--- src/rtl/axis_fifo_out_stage.sv ---
// -----------------------------------------------------------------------------
// axis_fifo_out_stage
//
// Turns a first-word-fall-through FIFO head into an AXI4-Stream master.
// A two-entry buffer sits between the FIFO and the stream:
//   - main register: drives m_axis_* directly, so tvalid comes from a register.
//   - skid register: catches the one word popped in the same cycle that
//     downstream stalls.
// The FIFO is popped from registered occupancy only. There is no combinational
// path from m_axis_tready to fifo_rd_en.
//
// Packet accounting: pkt_count counts accepted tlast beats and wraps at 2^32.
// busy is high while a packet is open.
//
// Optional feature, enabled by defining the macro AXIS_OUT_FORCE_LAST_EN:
//   A per-packet beat counter forces m_axis_tlast on beat MAX_BEATS.
//   Without the macro, the FIFO last flag passes through unchanged and no
//   beat counter exists.
// -----------------------------------------------------------------------------
module axis_fifo_out_stage #(
  parameter int DATA_WIDTH = 64,
  parameter int MAX_BEATS  = 1024
) (
  input  logic                  aclk,
  input  logic                  reset,
  input  logic [DATA_WIDTH:0]   fifo_dout,
  input  logic                  fifo_valid,
  output logic                  fifo_rd_en,
  output logic [DATA_WIDTH-1:0] m_axis_tdata,
  output logic                  m_axis_tvalid,
  input  logic                  m_axis_tready,
  output logic                  m_axis_tlast,
  output logic [31:0]           pkt_count,
  output logic                  busy
);

  // Main register: the word currently presented downstream.
  logic                  r_main_valid;
  logic                  r_main_last;
  logic [DATA_WIDTH-1:0] r_main_data;

  // Skid register: only ever valid while main is valid.
  logic                  r_skid_valid;
  logic                  r_skid_last;
  logic [DATA_WIDTH-1:0] r_skid_data;

  // Packet accounting.
  logic [31:0]           r_pkt_count;
  logic                  r_busy;

  // Handshake decode.
  logic [1:0]            w_occupancy;
  logic                  w_pop;
  logic                  w_drain;
  logic [DATA_WIDTH-1:0] w_in_data;
  logic                  w_in_last;
  logic                  w_last_out;

  // Decode pop/drain from registered occupancy and the current inputs.
  always_comb begin
    // NOTE: every signal this block writes gets a default first, so no path
    // leaves one unassigned and no latch is inferred.
    w_occupancy = 2'd0;
    w_pop       = 1'b0;
    w_drain     = 1'b0;
    w_in_data   = '0;
    w_in_last   = 1'b0;

    w_occupancy = {1'b0, r_main_valid} + {1'b0, r_skid_valid};
    // Reset gates the pop so no word leaves the FIFO while reset is held.
    w_pop       = fifo_valid && !reset && (w_occupancy != 2'd2);
    w_drain     = r_main_valid && m_axis_tready;
    w_in_data   = fifo_dout[DATA_WIDTH-1:0];
    w_in_last   = fifo_dout[DATA_WIDTH];
  end

  // Main register: load from skid on drain, otherwise from the FIFO when empty or draining.
  always_ff @(posedge aclk) begin
    // NOTE: sequential state uses non-blocking assignments, so every register
    // in this edge sees the pre-edge values of the others (skid -> main move).
    if (reset) begin
      // NOTE: the data and last registers are reset along with valid, because
      // m_axis_tdata and m_axis_tlast must read 0 straight after reset.
      r_main_valid <= 1'b0;
      r_main_last  <= 1'b0;
      r_main_data  <= '0;
    end else if (w_drain) begin
      if (r_skid_valid) begin
        r_main_last <= r_skid_last;
        r_main_data <= r_skid_data;
      end else if (w_pop) begin
        r_main_last <= w_in_last;
        r_main_data <= w_in_data;
      end else begin
        r_main_valid <= 1'b0;
      end
    end else if (w_pop && !r_main_valid) begin
      r_main_valid <= 1'b1;
      r_main_last  <= w_in_last;
      r_main_data  <= w_in_data;
    end
  end

  // Skid register: capture a pop that lands while main is held, release it when main drains.
  always_ff @(posedge aclk) begin
    if (reset) begin
      r_skid_valid <= 1'b0;
      r_skid_last  <= 1'b0;
      r_skid_data  <= '0;
    end else if (w_drain) begin
      // A pop cannot coincide with an occupied skid, because the buffer is then full.
      r_skid_valid <= 1'b0;
    end else if (w_pop && r_main_valid) begin
      r_skid_valid <= 1'b1;
      r_skid_last  <= w_in_last;
      r_skid_data  <= w_in_data;
    end
  end

`ifdef AXIS_OUT_FORCE_LAST_EN
  localparam int CNT_W = $clog2(MAX_BEATS);

  logic [CNT_W-1:0] r_beat_cnt;
  logic             w_force_last;

  // Beats already accepted in this packet. The presented beat is number
  // r_beat_cnt+1, so it is forced last when the count reaches MAX_BEATS-1.
  assign w_force_last = (r_beat_cnt == CNT_W'(MAX_BEATS - 1));
  assign w_last_out   = r_main_last || w_force_last;

  // Count accepted beats per packet; any emitted tlast restarts the count.
  always_ff @(posedge aclk) begin
    if (reset) begin
      r_beat_cnt <= '0;
    end else if (w_drain) begin
      if (w_last_out) begin
        r_beat_cnt <= '0;
      end else begin
        r_beat_cnt <= r_beat_cnt + 1'b1;
      end
    end
  end
`else
  assign w_last_out = r_main_last;
`endif

  // Packet accounting: count accepted tlast beats and track whether a packet is open.
  always_ff @(posedge aclk) begin
    if (reset) begin
      r_pkt_count <= 32'd0;
      r_busy      <= 1'b0;
    end else if (w_drain) begin
      if (w_last_out) begin
        r_pkt_count <= r_pkt_count + 32'd1;
      end
      r_busy <= !w_last_out;
    end
  end

  assign fifo_rd_en    = w_pop;
  assign m_axis_tvalid = r_main_valid;
  assign m_axis_tdata  = r_main_data;
  assign m_axis_tlast  = w_last_out;
  assign pkt_count     = r_pkt_count;
  assign busy          = r_busy;

  // The build parameters must stay inside their legal ranges.
  a_param_range: assert property (@(posedge aclk)
    (DATA_WIDTH >= 8) && (DATA_WIDTH <= 1024) && (MAX_BEATS >= 2) && (MAX_BEATS <= 65535));

  // The skid is filled only behind an occupied main register.
  a_skid_behind_main: assert property (@(posedge aclk) disable iff (reset)
    r_skid_valid |-> r_main_valid);

endmodule

--- config.mk ---
export PLATFORM = sky130hd
export DESIGN_NAME = axis_fifo_out_stage
export DESIGN_NICKNAME = d
export VERILOG_FILES = /design/src/rtl/axis_fifo_out_stage.sv
export SDC_FILE = /design/constraint.sdc
export NUM_CORES = 1
export LEC_CHECK = 0
export ABC_AREA = 1
export BUFFER_PORTS_ARGS = -buffer_cell sky130_fd_sc_hd__buf_2
export CORE_ASPECT_RATIO = 1.25
export CORE_UTILIZATION = 35
export DETAILED_ROUTE_END_ITERATION = 10
export PLACE_DENSITY_LB_ADDON = 0.3
export SYNTH_ARGS = -nofsm -noshare
export SYNTH_HDL_FRONTEND = slang
export SYNTH_SLANG_ARGS = --single-unit
--- constraint.sdc ---
create_clock -name aclk -period 1.5 [get_ports aclk]
set_clock_uncertainty 0.2 [all_clocks]
set_input_delay 0.075 -clock aclk [delete_from_list [all_inputs] [get_ports aclk]]
set_output_delay 0.075 -clock aclk [all_outputs]
set_load 0.02 [all_outputs]
==> results of run 1 <==
[registers in the layout, indices dropped and copies added, names as in the netlist]
name,count
busy,1
m_axis_tdata,64
m_axis_tlast,1
m_axis_tvalid,1
pkt_count,32
r_skid_data,64
r_skid_last,1
r_skid_valid,1
[worst min path at each step]
| stage | cells after the start | endpoint |
|---|---|---|
| floorplan | 2 | r_skid_data[25] |
| global placement | 3 | r_skid_data[18] |
| detailed placement | 3 | r_skid_data[4] |
| CTS | 3 | m_axis_tvalid |
| global route | 3 | m_axis_tvalid |
| finish | 3 | m_axis_tvalid |
[kinds of logic (layout without fill, tap and decap cells)]
kind of cell             Yosys count  after routing  share of synthesized area, %
AO/OA/AOI/OAI                    330            330                          24.7
AND/OR/NAND/NOR                  295            295                          18.3
flip-flops                       165            165                          47.3
buffers and inverters            134            460                          9.09
XOR/XNOR                           3              3                         0.377
adder cells (fa/ha/maj)            1              1                         0.179
[layout make-up]
class                   count  area, um2  share of cell area, %
clock buffers              21        460                   4.01
inverters                  75        303                   2.64
repair buffers            353       3010                   26.2
multi-input cells         629       3950                   34.4
clock inverters            11        101                  0.882
well taps                 265        332                   2.89
flip-flops and latches    165       3340                   29.1
[placed cells by master (no fill, tap or decap), drive strengths merged]
cell type	Yosys	final
dfxtp	165	165
clkinvlp	0	2
a211oi	1	1
nand2	141	141
nor2	113	113
nor3b	1	1
nor3	5	5
o21bai	3	3
o21a	2	2
ha	1	1
dlygate4sd3	0	66
buf	33	279
xor2	3	3
a21oi	121	121
bufinv	0	1
clkbuf	26	29
and3	1	1
o21ai	203	203
nand3	27	27
clkinv	1	6
nand4	6	6
inv	74	77
or2	1	1
[power groups by stage]
stage / clock network (uW) / logic (uW) / registers (uW)
floorplan: 0 / 460 / 4950
global placement: 0 / 1020 / 4790
detailed placement: 0 / 1030 / 4790
CTS: 4310 / 1290 / 4700
global route: 4490 / 1630 / 4750
finish: 4210 / 1520 / 4730
[metal layers]
layer	global-route usage, %	vias up	share of wire [%]
met5	0	-	0
met3	3.32	27	3.5
li1	-	3730	-
met4	6.79	0	1.7
met1	27.7	3547	44
met2	36.2	157	51
[worst min-delay path, cell delays in order]
cell                      delay (ps)
sky130_fd_sc_hd__buf_2           130
sky130_fd_sc_hd__or2_4           140
sky130_fd_sc_hd__a21oi_1          60
[repair_timing]
| item | CTS | global route |
|---|---|---|
| gates cloned | 7 | 11 |
| hold endpoints to repair | 146 | 2 |
| buffers inserted | 16 | 13 |
| pin swaps | 28 | 57 |
| setup endpoints to repair | 127 | 158 |
| resized for setup | 95 | 202 |
[stage by stage]
step	hold WS, ps	util, %	cells	setup TNS, ps
after floorplan	2.60	-	928	-2990
after global placement	118	44.5	1378	-8500
after detailed placement	121	44.5	1378	-10840
after CTS	-193	54.0	1499	-7830
after global routing	-173	59.0	1519	-21390
final	-174	59.0	1519	-11550
==> results.tsv, run 1 <==
stage	metric	value	unit
worst_setup_path	slowest stage delay, CP	390	ps
worst_setup_path	chain of cells forming the critical path	inv_2, or2_4, nand3_4, nand2_8, buf_12, o21ai_2, a21oi_1	
floorplanning	DIE AREA	20500	um2
sta	endpoints failing setup	139	
drt	drt pass-1 iters	5	
pwr	internal power	7660	uW
synth	Post-Synthesis Cells	928	
clock_network	clk root buf	sky130_fd_sc_hd__clkbuf_16	
drt	Routed Antenna Nets	0	
clock_network	clock-pin slew of the registers on the worst-case setup and hold paths	70	ps
cells_and_area	final net count	1311	
placed_design	instance area after placement	8670	um2
worst_setup_path	family of cells with the greatest summed delay on the critical path	simple AND/OR/NAND/NOR gates	
worst_hold_path	source of the worst hold timing path	m_axis_tready	
sta	slew at the pin closest to its max-slew limit	612	ps
worst_setup_path	worst reg-to-reg setup slack	-150	ps
synth	average instance area after synthesis	7.52	um2
sta	worst slack on hold paths	-174	ps
sta	Hold Violations, Final	2	
worst_setup_path	end point of the critical path	m_axis_tdata[26]	
drt	wire length per cell	15.5	um
global_route	sum of overflow across all layers after global routing	0	
synth	FF+latch count, synth	165	
worst_setup_path	CP Depth	7	
synth	area share of the largest cell type after synthesis	47.3	%
placed_design	DP Worst Slack	-166	ps
synth	synth warn	0	
synth	share of synthesized flip-flops with an asynchronous set or reset	0	%
status	violations in the final reports	hold timing, setup timing	
worst_setup_path	Bufs and invs on worst path	2	
cells_and_area	number of fill cells in the layout	1677	
synth	share of synthesized area occupied by flip-flops and latches	47.3	%
sta	worst-case headroom to the max-slew limit	59.2	%
worst_setup_path	startpoint of the worst setup timing path	m_axis_tvalid	
worst_setup_path	required time worst endpoint	1600	ps
pwr	fraction of power consumed by sequential logic	45.2	%
sta	fin. max-slew vios	0	
pwr	switching power as a share of total power	26.8	%
synth	Syn Std Cell Area	6980	um2
floorplanning	count of boundary I/O pins	169	
sta	maximum frequency from static timing analysis	607	MHz
clock_network	Max clock buf depth	2	
pwr	maximum VDD drop	0.766	mV
worst_setup_path	worst r2r dst	m_axis_tdata[26]	
worst_setup_path	path type of the worst setup path	reg2reg	
clock_network	clock tree from TritonCTS	done	
worst_setup_path	data arrival time of the critical path	1750	ps
global_route	first-pass GRT wire length	35100	um
placed_design	total half-perimeter wirelength after legalization and detailed placement	13100	um
clock_network	number of clock sinks	165	
cells_and_area	number of antenna cells inserted	0	
clock_network	hold-fix buffer count after cts	66	
global_route	maximum number of pins on one net before global-route repair	77	
drt	detailed-route wire length	23600	um
sta	setup repair after global routing missed its margin	true	
sta	period utilization	110	%
synth	commonest cells in the synthesized netlist	sky130_fd_sc_hd__dfxtp_1 (165), sky130_fd_sc_hd__o21ai_1 (144), sky130_fd_sc_hd__nand2_1 (138)	
status	status	finished with violations	
synth	most instantiated flip-flop cell in the synthesis netlist	sky130_fd_sc_hd__dfxtp_1	
drt	number of design rule violations left after detail routing	0	
floorplanning	vertical extent of the die	160	um
sta	Min Clock Period, post-route	1650	ps
drt	DR vias/cell	4.91	
worst_setup_path	Reg-to-Reg Start	m_axis_tvalid	
worst_setup_path	crit path launch type	register	
placed_design	buffers added on ports	168	
run	number of max-cap violations	0	
cells_and_area	Area Overhead vs Synth	64.7	%
floorplanning	Initial Utilization	35.8	%
pwr	power per standard cell area	911	nW/um2
floorplanning	standard cell core area	19500	um2
floorplanning	number of core rows	57	
pwr	leakage dissipation	0.00488	uW
cells_and_area	share of post-route cells with drive strength above 1	44.4	%
global_route	antenna violations before repair	0	
worst_setup_path	Crit Path Max Fanout	17	
synth	library cell with the highest instance count after synthesis	sky130_fd_sc_hd__dfxtp_1	
drt	via count of the routed design	7461	
synth	Mapped Nets	998	
synth	cell taking the most area after synthesis	sky130_fd_sc_hd__dfxtp_1	
pwr	share of power burned in the clock network	40.3	%
drt	Initial DRC Count	369	
pwr	switching power summed over all nets	2810	uW
placed_design	routability-driven placement congestion ratio	0.781	
pwr	proportion of power drawn by combinational gates	14.5	%
worst_setup_path	Critical Path Slowest Stage Cell	sky130_fd_sc_hd__dfxtp_4	
cells_and_area	final design area excluding fillers	11500	um2
worst_setup_path	Worst Reg2Reg Path Length in Cells	7	
synth	unique cell type count in the Yosys netlist	33	
global_route	via count of the first global-routing pass	6985	
worst_setup_path	sort of element at the end of the critical path	register	
clock_network	TritonCTS Buffers	17	
pwr	post-route total power	10500	uW
synth	number of synthesized flops with an enable pin	0	
clock_network	Worst-Skew Late Latency	420	ps
synth	largest cells by area after synthesis	sky130_fd_sc_hd__dfxtp_1 (47%), sky130_fd_sc_hd__o21ai_1 (10%), sky130_fd_sc_hd__a21oi_1 (7.5%), sky130_fd_sc_hd__nand2_1 (7.4%), sky130_fd_sc_hd__nor2_1 (5.6%)	
global_route	All-Layer GR Usage	21.4	%
worst_hold_path	worst hold path class	in2reg	
sta	final worst setup slack	-148	ps
clock_network	CTS H-tree depth	4	
floorplanning	die span in x	128	um
Power figures use the tool's default switching activity.
==> inputs of run 2 (changes only) <==
- clock period: 1.5 -> 1.73 ns (I/O delays scaled with it)
==> run 2 against run 1 <==
The run now ends clean. Clock power fell by 4%. First-iteration DRC count up 24%. Sequential power decreased by 14%. Worst hold slack better by 240 ps. Largest cell class is now sequential cells. Count of clock-buffer cells in the layout decreased by 3. Utilization decreased by 7.4 points. Final area decreased by 12%. Critical path type is now in2reg. Worst setup slack gained 170 ps.
==> results.tsv, run 2 (synthesized netlist as in run 1, its figures left out) <==
stage	metric	value	unit
floorplanning	DIE AREA	20500	um2
pwr	proportion of power drawn by combinational gates	12.1	%
pwr	switching power as a share of total power	26.4	%
drt	Initial DRC Count	456	
sta	setup repair after global routing missed its margin	true	
floorplanning	count of boundary I/O pins	169	
worst_setup_path	sort of element at the end of the critical path	register	
floorplanning	standard cell core area	19500	um2
floorplanning	number of core rows	57	
run	number of max-cap violations	0	
pwr	share of power burned in the clock network	43.7	%
clock_network	CTS H-tree depth	4	
global_route	All-Layer GR Usage	20.0	%
global_route	sum of overflow across all layers after global routing	0	
placed_design	routability-driven placement congestion ratio	0.808	
cells_and_area	most common cell after layout, fill and taps aside	sky130_fd_sc_hd__buf_2	
global_route	first-pass GRT wire length	32700	um
floorplanning	vertical extent of the die	160	um
sta	endpoints failing setup	0	
pwr	maximum VDD drop	0.637	mV
sta	period utilization	99.0	%
clock_network	number of clock sinks	165	
drt	wire length per cell	14.8	um
drt	via count of the routed design	7073	
pwr	post-route total power	9240	uW
cells_and_area	Area Overhead vs Synth	44.1	%
worst_setup_path	Crit Path Max Fanout	7	
global_route	via count of the first global-routing pass	6632	
worst_setup_path	path type of the worst setup path	in2reg	
floorplanning	Initial Utilization	35.8	%
placed_design	buffers added on ports	168	
worst_setup_path	required time worst endpoint	1880	ps
sta	Min Clock Period, post-route	1710	ps
global_route	antenna violations before repair	0	
worst_setup_path	Critical Path Slowest Stage Cell	sky130_fd_sc_hd__dlygate4sd3_1	
worst_setup_path	chain of cells forming the critical path	dlygate4sd3_1, buf_2, nand2_1, a21oi_4, nand2_2, nor2_4, buf_8, clkbuf_16, o21ai_0, a21oi_1	
clock_network	Worst-Skew Late Latency	430	ps
sta	maximum frequency from static timing analysis	584	MHz
floorplanning	die span in x	128	um
drt	drt pass-1 iters	5	
status	status	finished clean	
cells_and_area	share of post-route cells with drive strength above 1	27.5	%
cells_and_area	most frequent cells in the layout	sky130_fd_sc_hd__buf_2 (168), sky130_fd_sc_hd__dfxtp_1 (160), sky130_fd_sc_hd__o21ai_1 (151)	
pwr	switching power summed over all nets	2440	uW
worst_hold_path	worst hold path class	in2reg	
worst_setup_path	family of cells with the greatest summed delay on the critical path	buffers and inverters	
sta	worst-case headroom to the max-slew limit	53.3	%
cells_and_area	number of antenna cells inserted	0	
cells_and_area	final net count	1254	
pwr	fraction of power consumed by sequential logic	44.2	%
pwr	power per standard cell area	918	nW/um2
worst_setup_path	data arrival time of the critical path	1860	ps
worst_setup_path	Bufs and invs on worst path	4	
placed_design	total half-perimeter wirelength after legalization and detailed placement	12300	um
sta	worst slack on hold paths	65.6	ps
drt	number of design rule violations left after detail routing	0	
drt	Routed Antenna Nets	0	
sta	slew at the pin closest to its max-slew limit	700	ps
clock_network	TritonCTS Buffers	17	
global_route	maximum number of pins on one net before global-route repair	150	
clock_network	clock tree from TritonCTS	done	
clock_network	clock-pin slew of the registers on the worst-case setup and hold paths	70	ps
pwr	internal power	6800	uW
sta	fin. max-slew vios	0	
clock_network	Max clock buf depth	2	
pwr	leakage dissipation	0.00447	uW
clock_network	clk root buf	sky130_fd_sc_hd__clkbuf_16	
drt	detailed-route wire length	21700	um
worst_setup_path	slowest stage delay, CP	550	ps
worst_setup_path	crit path launch type	input pin	
drt	DR vias/cell	4.84	
sta	Hold Violations, Final	0	
-- run 2: changes by cell type in the layout (fill, tap and decap cells not counted), sizes merged --
| cell | before | now |
|---|---|---|
| clkinvlp | 2 | 1 |
| buf | 279 | 217 |
| dlygate4sd3 | 66 | 69 |
| bufinv | 1 | 3 |
| dlymetal6s4s | 0 | 1 |
| clkinv | 6 | 5 |
| inv | 77 | 80 |
| clkbuf | 29 | 27 |
-- run 2: stage by stage --
step / setup WS (ps) / TNS (ps) / cells / utilization [%] / area (um2)
finish: 18.1 / 0 / 1462 / 51.7 / 10100
global route: -29.9 / -539 / 1462 / 51.7 / 10100
CTS: 8.14 / 0 / 1443 / 49.1 / 9550
global placement: 82.3 / 0 / 1341 / 42.3 / 8230
detailed placement: 47.2 / 0 / 1341 / 42.3 / 8230
floorplan: 43.2 / 0 / 928 / - / 6980
-- run 2: worst min-delay path, cell delays in order --
cell,delay [ps]
sky130_fd_sc_hd__buf_2,110
sky130_fd_sc_hd__inv_4,50
sky130_fd_sc_hd__buf_12,240
sky130_fd_sc_hd__nand2_1,130
sky130_fd_sc_hd__nor2_1,30
-- run 2: layout make-up --
| type | count | area [um2] |
|---|---|---|
| fillers | 1822 | 9410 |
| flip-flops and latches | 165 | 3310 |
| multi-input cells | 629 | 3190 |
| repair buffers | 296 | 2320 |
| clock buffers | 18 | 429 |
| well taps | 265 | 332 |
| inverters | 75 | 287 |
| clock inverters | 14 | 191 |
-- run 2: path summary, 6_finish.rpt --
kind              depth (start not counted)            start  slack, ps          endpoint
setup / recovery                         10       fifo_valid         20   r_skid_data[25]
hold / removal                            5            reset         70     pkt_count[27]
setup reg to reg                          7    m_axis_tvalid         20   r_skid_data[25]
hold reg to reg                           2  r_skid_data[28]        260  m_axis_tdata[28]
-- run 2: metal layers --
layer	vias to the layer above	GRT usage [%]	part of all wire, %
li1	3592	-	-
met1	3254	25.1	45
met2	204	33.8	49
met3	23	4.02	4.8
met4	0	6.63	1.4
met5	-	0	0
-- run 2: timing repair --
item	in CTS	in global routing
setup buffers	0	7
setup endpoints to repair	0	137
resized for setup	0	72
endpoints found under the hold margin	146	0
hold buffers	70	0
-- run 2: power by group through the flow --
| stage | clock [uW] | sequential [uW] | combinational, uW |
|---|---|---|---|
| floorplan | 0 | 4290 | 382 |
| global placement | 0 | 4160 | 849 |
| detailed placement | 0 | 4160 | 857 |
| CTS | 4120 | 4080 | 983 |
| global route | 4280 | 4100 | 1210 |
| finish | 4040 | 4090 | 1110 |
==> inputs of run 3 (changes only) <==
--- a/constraint.sdc
+++ b/constraint.sdc
@@ -4,2 +4,2 @@
 set_output_delay 0.0865 -clock aclk [all_outputs]
-set_load 0.02 [all_outputs]
+set_load 0.005 [all_outputs]
==> run 3 against run 2 <==
Utilization shrank 0.81 points. Sequential share of layout area grew 0.47 points. Largest power group unchanged. Global-route usage down 0.73 points. Critical path type unchanged. Die area stayed put. Worst hold slack better by 170 ps. Register-to-register slack improved by 20 ps. Sequential power is essentially flat. Count of clock-buffer cells in the layout unchanged. Wire length fell by 6.5%. Highest routed layer unchanged. Fmax hardly changed.
==> results.tsv, run 3 (synthesized netlist as in run 1, its figures left out) <==
stage	metric	value	unit
status	status	finished clean	
run	number of max-cap violations	0	
cells_and_area	most frequent cells in the layout	sky130_fd_sc_hd__buf_2 (168), sky130_fd_sc_hd__dfxtp_1 (162), sky130_fd_sc_hd__o21ai_1 (146)	
worst_setup_path	worst reg-to-reg setup slack	40	ps
global_route	All-Layer GR Usage	19.2	%
drt	number of design rule violations left after detail routing	0	
worst_setup_path	sort of element at the end of the critical path	register	
sta	worst-case headroom to the max-slew limit	66.3	%
clock_network	TritonCTS Buffers	17	
worst_setup_path	Crit Path Max Fanout	8	
global_route	maximum number of pins on one net before global-route repair	79	
clock_network	number of clock sinks	165	
worst_setup_path	worst r2r dst	r_skid_data[7]	
worst_hold_path	source of the worst hold timing path	fifo_dout[15]	
floorplanning	standard cell core area	19500	um2
sta	maximum frequency from static timing analysis	584	MHz
drt	wire length per cell	13.9	um
clock_network	clock-pin slew of the registers on the worst-case setup and hold paths	70	ps
drt	drt pass-1 iters	4	
global_route	first-pass GRT wire length	31600	um
placed_design	DP Worst Slack	-66.1	ps
worst_setup_path	required time worst endpoint	1890	ps
floorplanning	DIE AREA	20500	um2
cells_and_area	most common cell after layout, fill and taps aside	sky130_fd_sc_hd__buf_2	
floorplanning	Initial Utilization	35.8	%
worst_setup_path	Worst Reg2Reg Path Length in Cells	9	
pwr	power per standard cell area	914	nW/um2
clock_network	Max clock buf depth	2	
worst_setup_path	Reg-to-Reg Start	m_axis_tvalid	
placed_design	instance area after placement	8220	um2
floorplanning	count of boundary I/O pins	169	
clock_network	clock tree from TritonCTS	done	
sta	setup repair after global routing missed its margin	true	
cells_and_area	final net count	1250	
clock_network	CTS H-tree depth	4	
worst_hold_path	cell depth of the worst hold path	4	
cells_and_area	final design area excluding fillers	9900	um2
sta	endpoints failing setup	0	
cells_and_area	share of post-route cells with drive strength above 1	26.0	%
drt	DR vias/cell	4.81	
drt	via count of the routed design	7018	
floorplanning	number of core rows	57	
pwr	leakage dissipation	0.00438	uW
worst_hold_path	hold worst-path end	r_skid_data[15]	
sta	period utilization	98.9	%
sta	fin. max-slew vios	0	
cells_and_area	Area Overhead vs Synth	41.9	%
floorplanning	die span in x	128	um
drt	Initial DRC Count	413	
sta	final worst setup slack	18.3	ps
global_route	sum of overflow across all layers after global routing	0	
drt	detailed-route wire length	20300	um
worst_setup_path	path type of the worst setup path	in2reg	
floorplanning	vertical extent of the die	160	um
worst_setup_path	crit path launch type	input pin	
sta	Hold Violations, Final	0	
clock_network	Worst-Skew Late Latency	420	ps
placed_design	buffers added on ports	168	
worst_setup_path	data arrival time of the critical path	1870	ps
sta	slew at the pin closest to its max-slew limit	506	ps
sta	Min Clock Period, post-route	1710	ps
worst_hold_path	worst hold path class	in2reg	
drt	Routed Antenna Nets	0	
clock_network	clk root buf	sky130_fd_sc_hd__clkbuf_16	
global_route	via count of the first global-routing pass	6580	
cells_and_area	fraction of the core area covered by cells at the end of the flow	50.9	%
pwr	maximum VDD drop	0.623	mV
placed_design	total half-perimeter wirelength after legalization and detailed placement	12500	um
placed_design	routability-driven placement congestion ratio	0.815	
global_route	antenna violations before repair	1	
## run 3: cell type report
class                           count  area [um2]
Timing Repair Buffer              292        2200
Antenna cell                        1        2.50
Fill cell                        1936        9570
Clock inverter                     14         196
Multi-Input combinational cell    629        3140
Sequential cell                   165        3310
Clock buffer                       18         429
Tap cell                          265         332
Inverter                           75         292
## run 3: stage by stage
stage	TNS, ps	total power, uW	cells	hold slack, ps
after floorplan	0	4540	928	14.1
after global placement	0	4870	1341	132
after detailed placement	-1320	4880	1341	134
after CTS	0	9090	1441	216
after global routing	-316	9410	1459	233
final	0	9050	1459	240
## run 3: timing repair
item | CTS | global route
endpoints found under the hold margin | 147 | 0
setup buffers | 0 | 11
resized for setup | 1 | 36
hold buffers | 68 | 0
endpoints found under the setup margin | 28 | 80
pin swaps | 0 | 5
cloned | 0 | 6
## run 3: power breakdown
group / switching, uW / internal, uW
registers: 96.8 / 3980
logic: 451 / 449
clock network: 1640 / 2440
total: 2180 / 6870
## run 3: per-layer routing
metal	up-vias	track usage [%]	share of wire, %	wire, um
met5	-	0	0	0
met4	0	7.01	1.5	314
met3	23	4.59	4.2	851
met2	168	32.2	48	9760
met1	3245	23.8	46	9340
li1	3582	-	-	-
## run 3: critical path: stages
cell                            delay, ps
sky130_fd_sc_hd__dlygate4sd3_1        530
sky130_fd_sc_hd__buf_2                150
sky130_fd_sc_hd__inv_4                 70
sky130_fd_sc_hd__nand2_2               60
sky130_fd_sc_hd__a21oi_4              130
sky130_fd_sc_hd__nand2_2               90
sky130_fd_sc_hd__nor2_4               160
sky130_fd_sc_hd__buf_12               190
sky130_fd_sc_hd__buf_12               110
sky130_fd_sc_hd__clkbuf_16            130
sky130_fd_sc_hd__o21ai_1               50
sky130_fd_sc_hd__nor2_1                90
## run 3: how the worst max path moves through the flow
stage | slack, ps | from | endpoint
2_1_floorplan | 80 | pkt_count[1] | pkt_count[26]
3_3_place_gp | 20 | m_axis_tvalid | r_skid_data[14]
3_5_place_dp | -70 | m_axis_tvalid | r_skid_data[21]
4_1_cts | 20 | pkt_count[0] | pkt_count[28]
5_1_grt | -40 | pkt_count[1] | pkt_count[24]
6_report | 20 | reset | r_skid_data[7]
